<file path="config.mk">
export PLATFORM = sky130hd
export DESIGN_NAME = actor_queue
export DESIGN_NICKNAME = d
export VERILOG_FILES = /design/src/rtl/actor_queue.sv
export SDC_FILE = /design/constraint.sdc
export NUM_CORES = 1
export LEC_CHECK = 0
export CAP_MARGIN = 40
export CORE_MARGIN = 2
export CORE_UTILIZATION = 55
export DETAILED_ROUTE_END_ITERATION = 8
export GPL_ROUTABILITY_DRIVEN = 1
export HOLD_SLACK_MARGIN = 0.15
export PLACE_DENSITY = 0.79
export RECOVER_POWER = 25
export SLEW_MARGIN = 15
export SYNTH_ARGS = -nofsm -noshare
export SYNTH_HDL_FRONTEND = slang
export SYNTH_SLANG_ARGS = --single-unit
</file>
<file path="constraint.sdc">
create_clock -name CLK -period 3.9 [get_ports CLK]
set_clock_uncertainty 0.1 [all_clocks]
set_input_delay 0.39 -clock CLK [delete_from_list [all_inputs] [get_ports CLK]]
set_output_delay 0.39 -clock CLK [all_outputs]
set_load 0.05 [all_outputs]
</file>
<file path="src/rtl/actor_queue.sv">
// rtl/actor_queue.sv - first-word fall-through token queue between two dataflow actors
// Optional protocol checking on ERR is enabled with ACTOR_QUEUE_ERR_CHECK_EN.
module actor_queue #(
    parameter int DATA_WIDTH  = 16,
    parameter int DEPTH       = 8,
    parameter int COUNT_WIDTH = 16
) (
    input  logic                   CLK,
    input  logic                   RESET,
    input  logic                   In_SEND,
    input  logic [DATA_WIDTH-1:0]  In_DATA,
    input  logic [COUNT_WIDTH-1:0] In_COUNT,
    output logic                   In_RDY,
    output logic                   In_ACK,
    output logic                   Out_SEND,
    output logic [DATA_WIDTH-1:0]  Out_DATA,
    output logic [COUNT_WIDTH-1:0] Out_COUNT,
    input  logic                   Out_ACK,
    output logic                   ERR
);

    localparam int AW = $clog2(DEPTH);
    localparam int CW = AW + 1;

    typedef enum logic [1:0] {
        EMPTY,
        PARTIAL,
        FULL
    } state_t;

    state_t                  state;
    logic [AW-1:0]           wr_ptr;
    logic [AW-1:0]           rd_ptr;
    logic [CW-1:0]           occ;
    logic [CW-1:0]           occ_next;
    logic                    in_rdy_q;
    logic                    wr_en;
    logic                    rd_en;
    logic [DATA_WIDTH-1:0]   mem [DEPTH];

    assign wr_en = In_SEND & in_rdy_q;
    assign rd_en = Out_ACK & Out_SEND;

    always_comb begin
        occ_next = occ;
        case ({wr_en, rd_en})
            2'b10:   occ_next = occ + CW'(1);
            2'b01:   occ_next = occ - CW'(1);
            default: occ_next = occ;
        endcase
    end

    // State is re-derived from the next occupancy so In_RDY reacts one edge after a slot frees.
    always_ff @(posedge CLK or negedge RESET) begin
        if (!RESET) begin
            state    <= EMPTY;
            wr_ptr   <= '0;
            rd_ptr   <= '0;
            occ      <= '0;
            in_rdy_q <= 1'b0;
        end else begin
            occ      <= occ_next;
            in_rdy_q <= (occ_next != CW'(DEPTH));
            if (wr_en)
                wr_ptr <= wr_ptr + AW'(1);
            if (rd_en)
                rd_ptr <= rd_ptr + AW'(1);
            if (occ_next == '0)
                state <= EMPTY;
            else if (occ_next == CW'(DEPTH))
                state <= FULL;
            else
                state <= PARTIAL;
        end
    end

    always_ff @(posedge CLK) begin
        if (wr_en)
            mem[wr_ptr] <= In_DATA;
    end

    assign In_RDY    = in_rdy_q;
    assign In_ACK    = wr_en;
    assign Out_SEND  = (state != EMPTY);
    assign Out_DATA  = Out_SEND ? mem[rd_ptr] : '0;
    assign Out_COUNT = COUNT_WIDTH'(occ);

`ifdef ACTOR_QUEUE_ERR_CHECK_EN
    logic err_q;

    always_ff @(posedge CLK or negedge RESET) begin
        if (!RESET)
            err_q <= 1'b0;
        else if ((In_SEND && !in_rdy_q) || (Out_ACK && !Out_SEND) ||
                 (wr_en && In_COUNT != COUNT_WIDTH'(1)))
            err_q <= 1'b1;
    end

    assign ERR = err_q;
`else
    logic unused_in_count;

    assign unused_in_count = ^In_COUNT;
    assign ERR = 1'b0;
`endif

endmodule
</file>
==> reports/qor.csv <==
stage;metric;value;unit
synth;mux share of post-synthesis cell area;0.156;
placed_design;pre-CTS WS;896;ps
sta;Worst Tran Pin Value;650;ps
sta;Final WS setup;377;ps
route;WL/cell;20.3;um
sta;f_max;284;MHz
grt;total track usage;0.200;
cts;Clock Latency Late Sink;510;ps
cts;Setup Fix Bufs, Post-CTS;0;
synth;Main synth FF type;edfxtp_1;
grt;global-route wire length before repair;16000;um
sta;Final Hold Fails;0;
sta;setup TNS;0;ps
cts;Hold Buf Count CTS;0;
floorplanning;die area;11200;sq um
cts;H-tree depth;4;
power;leak pwr;0.00239;uW
critical_path;CP Depth;5;
route;TritonRoute pass-1 iters;4;
critical_path;CP Capture Type;primary output;
synth;Avg Cell Area, Syn;19.3;sq um
placed_design;Post-DP HPWL;6160;um
synth;Post-Synth Adder-Cell Area;0.00878;
synth;synthesized cell area;5700;sq um
cts;CTS buffer count;17;
critical_path;R2R cell count;9;
route;DRC errors left;0;
route;drt first-iter violations;222;
cts;CTS Sinks;141;
critical_path;CP bufs+invs;2;
critical_path;delay-heaviest family, CP;buffers and inverters;
cts;CTS clk-pin slew, worst paths;60;ps
floorplanning;io pins;72;
job;max-cap violations;0;
status;status;finished clean;
synth;warnings from Yosys;0;
cts;Clock Path Buffers;2;
route;via count;2872;
synth;post-synthesis register bit count;141;
floorplanning;Core ar.;10200;sq um
cts;post_cts resized;0;
critical_path;crit path DAT;3030;ps
final_layout;number of diodes;0;
synth;count of different cell masters after synthesis;33;
final_layout;commonest non-fill, non-tap cell in the layout;edfxtp_1;
grt;initial antenna violation count;0;
hold_path;Hold/Removal Path Class;input pin to asynchronous set/reset pin;
critical_path;Crit Reg-Reg Endpoint;state[1];
power;Pwr Density;869;nW/um^2
synth;main combinational cell family by area after synthesis;multiplexers;
sta;RSZ-0062 raised after global routing;no;
final_layout;commonest cells after routing, fill and taps aside;edfxtp_1 (128), mux4_2 (32), clkdlybuf4s50_1 (32), nor2_1 (22);
synth;Post-synth EDFFs;128;
synth;Synth Area in Compound Gates;0.0160;
grt;vias in the first global route;2958;
grt;pin count of the biggest net entering global routing;25;
route;WL final;10300;um
critical_path;critical path, cell by cell;buf_12 -> mux4_2 -> mux2i_1 -> nor2_1 -> clkdlybuf4s50_1;
cts;CTS tree;yes;
power;Peak VDD IR;0.504;mV
critical_path;R2R Setup Slk;1340;ps
grt;GRT overflow;0;
final_layout;layout cells sized above 1;0.236;
final_layout;Nets;397;
cts;clk root buf;clkbuf_8;
synth;synthesized instance count;296;
floorplanning;std cell rows;37;
floorplanning;Vert. Die Dim;106;um
final_layout;Layout area overhead;21.0;%
critical_path;Worst EP required;3410;ps
synth;asr flop ratio synth;0.0922;
sta;Setup violations, final;0;
floorplanning;Initial Utilization;0.560;
placed_design;RD Place Congestion;0.674;
synth;XOR/XNOR share of the synthesized area;0.0162;
synth;Synth Area in Simple Gates;0.0395;
floorplanning;die width;106;um
critical_path;Setup CP Type;register to primary output;
sta;fin crit period;3520;ps
final_layout;Fill cells;665;
synth;post-synthesis sequential area ratio;0.731;
route;vias per cell;5.69;
final_layout;post-route cell area;6900;sq um
critical_path;CP peak stage delay;700;ps
route;post-route ant nets;0;
placed_design;Post-Place Cell Area;6340;sq um
placed_design;IO Port Bufs;42;
placed_design;placed instance count;474;
final_layout;Non-Filler Instances;505;
sta;crit share post-route;0.903;
sta;Relative slew margins;0.564;
sta;Final Max Tran Viols;0;
critical_path;Crit Path Max Fanout;21;
critical_path;reg2reg start;In_RDY;
critical_path;Crit-path slowest cell;clkdlybuf4s50_1;
critical_path;CP Launch Type;register;
-- cells by family after synthesis --
| logic type | Yosys count |
|---|---|
| flip-flops | 141 |
| AND/OR/NAND/NOR | 51 |
| multiplexers | 49 |
| buffers and inverters | 32 |
| AO/OA/AOI/OAI | 9 |
| XOR/XNOR | 9 |
| adder cells (fa/ha/maj) | 4 |
| other | 1 |
-- power by group --
part	total [uW]	switching, uW	internal [uW]	leakage [uW]
Combinational	2370	1420	954	0.000805
Sequential	2130	203	1920	0.00131
Clock	1500	588	907	0.000273
-- cell type report --
type | instances | area [sq um] | area share
clock buffer | 17 | 414 | 0.0600
multi-input combinational | 135 | 1430 | 0.207
inverter | 6 | 22.5 | 0.00327
tap | 136 | 170 | 0.0247
clock inverter | 14 | 144 | 0.0209
sequential | 141 | 4170 | 0.605
timing repair buffer | 56 | 551 | 0.0798
-- how the worst max path moves through the flow --
stage / slack (ps) / from / endpoint
finish: 380 / rd_ptr[0] / Out_DATA[1]
global route: 200 / rd_ptr[0] / Out_DATA[1]
CTS: 320 / rd_ptr[0] / Out_DATA[1]
detailed placement: 900 / rd_ptr[0] / Out_DATA[1]
global placement: 910 / rd_ptr[0] / Out_DATA[1]
floorplan: 810 / In_RDY / mem[0][0]
-- per-layer routing --
| layer | GRT usage | share of wire | wire [um] | vias to the layer above |
|---|---|---|---|---|
| met4 | 0.0658 | 0.018 | 189 | 0 |
| li1 | - | - | - | 1264 |
| met3 | 0.0643 | 0.047 | 481 | 16 |
| met5 | 0 | 0 | 0 | - |
| met1 | 0.245 | 0.41 | 4170 | 1489 |
| met2 | 0.341 | 0.53 | 5430 | 103 |
-- through the flow --
stage / hold WS [ps] / util / power [uW]
after floorplan: -5.59 / - / 3790
after global placement: 425 / 0.622 / 4470
after detailed placement: 432 / 0.622 / 4530
after CTS: 152 / 0.677 / 6050
after global routing: 178 / 0.677 / 6250
final: 159 / 0.677 / 5990
-- Yosys cell counts, drive strengths merged, types with 2 or more instances --
cell type,instances,area (sq um)
nand2,15,56.3
nand2b,2,12.5
ha,4,50.1
edfxtp,128,3840
dfrtp,13,325
nor2,23,93.8
o211ai,2,15.0
xor2,3,26.3
buf,19,128
mux4,32,721
clkbuf,7,26.3
nor3,6,30.0
inv,6,22.5
xnor2,5,43.8
mux2i,16,160
o21ai,2,21.3
-- registers in the layout, summed over array words and instances, names as in the netlist --
register / flops
In_RDY: 1
mem: 128
occ: 4
rd_ptr: 3
state: 2
wr_ptr: 3
-- worst reg2reg max path, cell delays in order, from the launching register on --
cell,delay [ps]
dfrtp_1,370
nand2_1,400
inv_2,160
nor2_4,200
xor2_1,90
ha_1,180
a21oi_1,200
xnor3_1,270
o41ai_2,350
and2_1,180
Note: power is estimated with default switching activity, not from simulation.
